`src/rtl/onewire_txn_sequencer.sv`:
```
// 1-Wire bus master: runs reset/presence, write-byte and read-byte transactions from single host commands.
// All slot timing comes from one timer counting clk cycles (CLKS_PER_US per microsecond).
module onewire_txn_sequencer #(
    parameter int CLKS_PER_US = 1,
    parameter int T_RSTL      = 480,
    parameter int T_RSTH      = 480,
    parameter int T_PDS       = 70,
    parameter int T_SLOT      = 70,
    parameter int T_LOW1      = 6,
    parameter int T_LOW0      = 60,
    parameter int T_RDS       = 15
) (
    input  logic       clk,
    input  logic       rst_n,
    input  logic       bus_in,
    output logic       bus_pull_low,
    input  logic       cmd_valid,
    output logic       cmd_ready,
    input  logic [1:0] cmd_op,
    input  logic [7:0] cmd_data,
    output logic       rsp_valid,
    output logic [7:0] rsp_data,
    output logic       rsp_presence,
    output logic       busy
);

    localparam int MAX_US = (T_RSTL > T_RSTH) ? ((T_RSTL > T_SLOT) ? T_RSTL : T_SLOT)
                                              : ((T_RSTH > T_SLOT) ? T_RSTH : T_SLOT);
    localparam int TW     = $clog2(MAX_US * CLKS_PER_US + 1);

    localparam logic [TW-1:0] RSTL_LAST = TW'(T_RSTL * CLKS_PER_US - 1);
    localparam logic [TW-1:0] RSTH_LAST = TW'(T_RSTH * CLKS_PER_US - 1);
    localparam logic [TW-1:0] PDS_AT    = TW'(T_PDS * CLKS_PER_US);
    localparam logic [TW-1:0] SLOT_LAST = TW'(T_SLOT * CLKS_PER_US - 1);
    localparam logic [TW-1:0] LOW1_LAST = TW'(T_LOW1 * CLKS_PER_US - 1);
    localparam logic [TW-1:0] LOW0_LAST = TW'(T_LOW0 * CLKS_PER_US - 1);
    localparam logic [TW-1:0] RDS_AT    = TW'(T_RDS * CLKS_PER_US);

    localparam logic [1:0] OP_RESET = 2'b00;
    localparam logic [1:0] OP_WRITE = 2'b01;
    localparam logic [1:0] OP_READ  = 2'b10;

    typedef enum logic [2:0] {
        IDLE,
        RST_LOW,
        RST_REL,
        SLOT_LOW,
        SLOT_REL,
        DONE
    } state_t;

    state_t        state;
    state_t        state_next;
    logic [TW-1:0] timer;
    logic [TW-1:0] timer_next;
    logic [TW-1:0] low_last;
    logic [2:0]    bit_idx;
    logic [1:0]    op_q;
    logic [7:0]    shift_q;
    logic          presence_q;
    logic [1:0]    bus_sync;
    logic          bus_s;
    logic          accept;

    assign bus_s     = bus_sync[1];
    assign cmd_ready = (state == IDLE) || (state == DONE);
    assign busy      = ~cmd_ready;
    assign rsp_valid = (state == DONE);
    assign accept    = cmd_valid && cmd_ready;

    // Write-0 slots hold the bus low much longer than write-1 and read slots.
    assign low_last = (op_q == OP_WRITE && !shift_q[bit_idx]) ? LOW0_LAST : LOW1_LAST;

    always_comb begin
        state_next = state;
        timer_next = timer + 1'b1;
        case (state)
            IDLE, DONE: begin
                timer_next = '0;
                state_next = IDLE;
                if (cmd_valid) begin
                    case (cmd_op)
                        OP_RESET:         state_next = RST_LOW;
                        OP_WRITE, OP_READ: state_next = SLOT_LOW;
                        default:          state_next = DONE;
                    endcase
                end
            end
            RST_LOW: begin
                if (timer == RSTL_LAST) begin
                    state_next = RST_REL;
                    timer_next = '0;
                end
            end
            RST_REL: begin
                if (timer == RSTH_LAST) state_next = DONE;
            end
            SLOT_LOW: begin
                if (timer == low_last) state_next = SLOT_REL;
            end
            SLOT_REL: begin
                if (timer == SLOT_LAST) begin
                    timer_next = '0;
                    state_next = (bit_idx == 3'd7) ? DONE : SLOT_LOW;
                end
            end
            default: begin
                state_next = IDLE;
                timer_next = '0;
            end
        endcase
    end

    // The timer runs straight through SLOT_LOW into SLOT_REL so the read sample point is slot-relative.
    always_ff @(posedge clk or negedge rst_n) begin
        if (!rst_n) begin
            state        <= IDLE;
            timer        <= '0;
            bit_idx      <= '0;
            op_q         <= '0;
            shift_q      <= '0;
            presence_q   <= 1'b0;
            bus_sync     <= 2'b11;
            bus_pull_low <= 1'b0;
            rsp_data     <= '0;
            rsp_presence <= 1'b0;
        end else begin
            state        <= state_next;
            timer        <= timer_next;
            bus_sync     <= {bus_sync[0], bus_in};
            bus_pull_low <= (state_next == RST_LOW) || (state_next == SLOT_LOW);

            if (accept) begin
                op_q    <= cmd_op;
                shift_q <= cmd_data;
                bit_idx <= '0;
            end else if (state == SLOT_REL && timer == SLOT_LAST) begin
                bit_idx <= bit_idx + 3'd1;
            end

            if ((state == SLOT_LOW || state == SLOT_REL) && op_q == OP_READ && timer == RDS_AT)
                shift_q[bit_idx] <= bus_s;

            if (state == RST_REL && timer == PDS_AT)
                presence_q <= ~bus_s;

            if (state == RST_REL && state_next == DONE)
                rsp_presence <= (timer == PDS_AT) ? ~bus_s : presence_q;

            if (state == SLOT_REL && state_next == DONE)
                rsp_data <= shift_q;
        end
    end

endmodule

```
`config.mk`:
```
export PLATFORM = sky130hd
export DESIGN_NAME = onewire_txn_sequencer
export DESIGN_NICKNAME = d
export VERILOG_FILES = /design/src/rtl/onewire_txn_sequencer.sv
export SDC_FILE = /design/constraint.sdc
export NUM_CORES = 1
export LEC_CHECK = 0
export ABC_CLOCK_PERIOD_IN_PS = 2280
export CAP_MARGIN = 15
export CORE_MARGIN = 4
export CORE_UTILIZATION = 48
export DETAILED_ROUTE_END_ITERATION = 12
export PLACE_DENSITY = 0.72
export SLEW_MARGIN = 20
export SYNTH_ARGS = -nofsm -noshare
export SYNTH_HDL_FRONTEND = slang
export SYNTH_SLANG_ARGS = --single-unit
```
`constraint.sdc`:
```
create_clock -name clk -period 2.28 [get_ports clk]
set_input_delay 0.228 -clock clk [delete_from_list [all_inputs] [get_ports clk]]
set_output_delay 0.228 -clock clk [all_outputs]
set_load 0.005 [all_outputs]
```
# Word level (Yosys, flattened, before mapping)
# Index checks and enable logic that the tools add are counted.
[word_totals]
output_inout_bits = 13
reg_bits = 38
[op_classes]
n_reduce_logical = 19
add_sub_neg = 2
eq_ne = 18
order_cmp = 2
mux = 22
bitwise = 2
[ops]
columns = ["cell", "count"]
rows = [
  ["9-bit one-hot mux with 3 select lines", 1],
  ["3-bit two-way mux", 8],
  ["9-bit by 7-bit equality test with 1-bit output (second input constant)", 2],
  ["9-bit two-way mux", 2],
  ["8-bit two-way mux", 2],
  ["3-bit one-hot mux with 5 select lines", 1],
  ["3-bit equality test (second input constant)", 4],
  ["9-bit by 1-bit adder with 9-bit output (second input constant)", 1],
  ["3-bit by 2-bit equality test with 1-bit output (second input constant)", 3],
  ["9-bit by 4-bit equality test with 1-bit output (second input constant)", 1],
  ["9-bit by 6-bit equality test with 1-bit output", 1],
  ["9-bit equality test (second input constant)", 1],
  ["1-bit logical AND", 9],
  ["8-bit bitwise mux", 1],
  ["3-bit by 1-bit equality test with 1-bit output (second input constant)", 2],
  ["6-bit two-way mux", 1],
  ["3-bit one-hot mux with 2 select lines", 1],
  ["2-bit OR reduction", 3],
  ["2-bit by 1-bit equality test with 1-bit output (second input constant)", 2],
  ["2-bit equality test (second input constant)", 2],
  ["3-bit by 4-bit < comparator with 1-bit output (second input constant)", 1],
  ["3-bit by 1-bit adder with 3-bit output (second input constant)", 1],
  ["1-bit binary-select mux with 3-bit select", 1],
  ["1-bit demux with 3-bit select", 1],
  ["8 further kinds", 13],
]

# Longest topological paths before layout
[depth]
depth_word = 10
mapped_depth = 8
depth_no_buf = 7

# Worst setup path before layout
# Ideal clock, no wire load.
[synth_path]
path_type = "flip-flop to flip-flop"
startpoint = "register timer[5]"
endpoint = "register rsp_data[0]"
t_required_ps = 2155
path_slack_ps = 471
period_less_slack_ps = 1809
arrival_ps = 1684
stages_incl_launch_ff = 6
setup_ps = 125
path_buffers = 1
path_cell_list = "dfrtp_1 nor4b_4 nand4_4 or2_1 buf_6 mux2_4"
[synth_between]
elab_chain_cells = 5
elab_cells_between_ends = 10
cone_classes = "eq/ne: 4; mux: 5; reduce/logical: 1"
[synth_rtl]
columns = ["element", "line_no", "rtl"]
rows = [
  ["start: declaration", "54", "logic [TW-1:0] timer;"],
  ["start signal: assignment", "129", "timer <= timer_next;"],
  ["9-bit by 7-bit equality test with 1-bit output, or another cell as far along", "102", "if (timer == SLOT_LAST) begin"],
  ["3-bit two-way mux, on equally long branches", "--", ""],
  ["3-bit one-hot mux with 5 select lines (*)", "77", "case (state)"],
  ["3-bit equality test (*)", "150", "if (state == SLOT_REL && state_next == DONE)"],
  ["1-bit logical AND (*)", "150", ""],
  ["end signal: assignment", "151", "rsp_data <= shift_q;"],
  ["end: declaration", "22", "output logic [7:0] rsp_data,"],
]
# Every way passes the cells marked *; elsewhere a longest branch is shown, timed or not.
# A chain may end at the register's enable or synchronous reset.

# Final worst setup path
[layout_path]
startpoint = "register state[0]"
endpoint = "output port cmd_ready"
[layout_between]
elab_chain_cells = 2
elab_cells_between_ends = 3
cone_classes = "eq/ne: 1; reduce/logical: 2"
[layout_rtl]
columns = ["element", "line_no", "rtl"]
rows = [
  ["start: declaration", "52", "state_t state;"],
  ["start signal: assignment", "128", "state <= state_next;"],
  ["3-bit equality test or 3-bit zero test (tied branches)", "66", "assign cmd_ready = (state == IDLE) || (state == DONE);"],
  ["1-bit logical OR (*)", "66", ""],
  ["end: declaration", "18", "output logic cmd_ready,"],
]
# Marked as above.

==> results.cfg <==
[outcome]
status = finished clean

[power_and_ir_drop]
total_power_w = 0.00243
p_comb_frac = 0.363
ir_drop_v = 0.000609
leakage_nw = 1.12
power_density_mw_per_mm2 = 960
p_seq_frac = 0.443
p_clk_frac = 0.194
intPower_w = 0.00154
power.switching_w = 0.000890
swShare = 0.366

[logic_synthesis]
synth_common_cells = dfrtp_1 (36), nand2_1 (18), nor2_1 (16)
synth_mux_area_frac = 0.109
synth.largest_area_cell = dfrtp_1
synth.most_common_cell = dfrtp_1
avgSynthCellArea_um2 = 10.4
synthFlopType = dfrtp_1
ys_ff_latch = 38
synth_area_leaders = dfrtp_1 (42%), mux2_4 (5.6%), mux2i_1 (4.2%)
synth_cell_types = 48
synth_top_family_by_area = simple AND/OR/NAND/NOR gates
async_reset_ff_frac = 1.00
synth_enable_flop_cells = 0
synth_compound_area_frac = 0.118
synth-simple-area-share = 0.213
ys_warn_count = 0
synth_fa_ha_area_frac = 0.0352
syn_area_mm2 = 0.00213
synthXorXnorAreaFrac = 0.0410
yosysSeqAreaShare = 0.447
synth_nets = 226
synth_top_area_share = 0.422
synthCells = 206

[sta]
fin_tns_setup_ns = 0
period_share = 0.910
skew_ns = 0.00621
slew_headroom = 0.438
grt_setup_unrepaired = false
worst_pin_slew_ns = 0.842
post-route-min-period_ns = 2.08
setup_viol = 0
slew_violations = 0
clock.fmax_ghz = 0.482
timing_hold_violations_final = 0

[critical_path]
path_max_fanout = 8
path_class = flip-flop to primary output
crit_arrival_ns = 1.85
cp-end-kind = primary output
start_kind = flip-flop
cp.required_ns = 2.05

[drt]
drt_iter0_drc = 89
viasPerCell = 5.49
drc = 0
routedWlPerCell_um = 16.1
ant_nets = 0
dr.pass1.iters = 4
vias = 1571
wl_mm = 4.59

[clocking]
cts_tree = yes
postCtsSetupRepairBufs = 0
cts_buffer_depth = 2
clk_pin_slew_ns = 0.07
cts_hold_buffers = 0
htreeDepth = 2
worstSkewPairLatency_ns = 0.29
clock_sinks = 38
cts_resized = 0
cts_buffers = 5
cts_root_buf = clkbuf_8

[cells_and_area]
nets = 255
diodes = 0
multi_input_area_mm2 = 0.00110
area_growth_syn_to_layout_pct = 18.5
ff_latch_area_um2 = 953
finish.instance_area_mm2 = 0.00253
drive_gt1_frac = 0.127
fill_cells = 351

[grt]
grt_max_degree = 39
first_global_vias = 1591
grt-ovfl-total = 0
antenna_found_initial = 0
track_usage = 0.184
grt_pass1_wl_mm = 7.66

[place]
hpwl_mm = 3.35
numPortBuffers = 26
place_area_mm2 = 0.00244
routabilityCongestion = 0.878

[floorplan]
core_mm2 = 0.00414
start_util = 0.515
ios = 27
die_area_mm2 = 0.00558
rows = 23
die_h_um = 74.7
die_w_um = 74.7

[min_path]
hp-class = input port to asynchronous set/reset pin

[job]
max_cap_viol_count = 0
==> cells in the final DEF, fill, tap and decap left out, types with 2 or more instances in the layout <==
| cell | netlist | final |
|---|---|---|
| nand2b_1 | 3 | 3 |
| and3b_1 | 2 | 2 |
| ha_1 | 6 | 6 |
| dfstp_2 | 2 | 2 |
| o31a_1 | 6 | 6 |
| o21ai_0 | 13 | 13 |
| xnor2_1 | 6 | 6 |
| nor3b_2 | 2 | 2 |
| xor2_1 | 4 | 4 |
| mux2_2 | 2 | 2 |
| a221oi_1 | 2 | 2 |
| nand3_1 | 11 | 11 |
| clkdlybuf4s50_1 | 0 | 25 |
| clkbuf_8 | 0 | 6 |
| and2_1 | 2 | 2 |
| mux2_4 | 8 | 8 |
| nor2b_1 | 2 | 2 |
| buf_4 | 1 | 4 |
| o211a_1 | 2 | 2 |
| mux2i_1 | 9 | 9 |
| o32ai_1 | 2 | 2 |
| o2111ai_1 | 2 | 2 |
| nor2_1 | 16 | 16 |
| dfrtp_1 | 36 | 36 |
| nor4_1 | 2 | 2 |
| and3_1 | 3 | 3 |
| nand2_1 | 18 | 18 |
| a21oi_1 | 4 | 4 |
| nor3_1 | 7 | 7 |
| inv_1 | 9 | 9 |
==> worst paths after layout <==
path | startpoint | endpoint | slack, ns | cells after the start
min reg2reg | bus_sync[0]$_DFF_PN1_ | bus_sync[1]$_DFF_PN1_ | 0.36 | 0
max in group asynchronous | rst_n | bus_pull_low$_DFF_PN0_ | 1.71 | 1
min in group clk | bus_in | bus_sync[0]$_DFF_PN1_ | 0.34 | 1
min | rst_n | rsp_data[4]$_DFFE_PN0P_ | 0.03 | 1
max | state[0]$_DFF_PN0_ | cmd_ready | 0.20 | 5
max reg2reg | timer[5]$_DFF_PN0_ | rsp_data[3]$_DFFE_PN0P_ | 0.22 | 4
==> metrics by stage <==
step	util	std cells	worst slack, ns	hold WS, ns
after floorplan	-	206	0.471	-0.0676
after global placement	0.588	278	0.282	0.346
after detailed placement	0.588	278	0.245	0.347
after CTS	0.611	286	0.202	0.0686
after global routing	0.611	286	0.0892	0.104
final	0.611	286	0.205	0.0341
==> cell families (layout without fill, tap and decap cells) <==
| family | after synthesis | count (layout) |
|---|---|---|
| muxes | 19 | 19 |
| and+or+nand+nor | 80 | 80 |
| buffers and inverters | 17 | 47 |
| adders and majority gates | 6 | 6 |
| AOI/OAI and AO/OA | 36 | 36 |
| DFF | 38 | 38 |
| xor gates and xnor gates | 10 | 10 |
==> sequential cells by signal (all words and copies together) (netlist names) <==
register,cells
bit_idx,3
bus_pull_low,1
bus_sync,2
op_q,2
presence_q,1
rsp_data,8
rsp_presence,1
shift_q,8
state,3
timer,9
==> cell type report <==
| type | count | share of cell area |
|---|---|---|
| Clock inverter | 1 | 0.00198 |
| Tap cell | 50 | 0.0247 |
| Sequential cell | 38 | 0.377 |
| Inverter | 9 | 0.0134 |
| Timing Repair Buffer | 30 | 0.113 |
| Multi-Input combinational cell | 151 | 0.436 |
| Clock buffer | 7 | 0.0341 |
==> power groups by stage <==
stage / registers (W) / clock network, W / logic [W]
after floorplan: 0.000989 / 0 / 0.000690
after global placement: 0.00108 / 0 / 0.000873
after detailed placement: 0.00108 / 0 / 0.000887
after CTS: 0.00108 / 0.000489 / 0.000891
after global routing: 0.00111 / 0.000519 / 0.00100
final: 0.00108 / 0.000472 / 0.000881
==> routing by layer <==
layer / GRT usage / vias to the layer above / part of all wire
met4: 0.0652 / 0 / 0.017
met2: 0.295 / 34 / 0.46
met1: 0.247 / 738 / 0.48
met5: 0 / - / 0
met3: 0.0387 / 8 / 0.044
li1: - / 791 / -
==> critical path, stage by stage (launching register included) <==
cell and delay, ns:
dfrtp_1 0.47, buf_4 0.20, xnor2_1 0.22, nand2_1 0.11, inv_1 0.06, clkdlybuf4s50_1 0.50
Note: power is estimated with default switching activity, not from simulation.
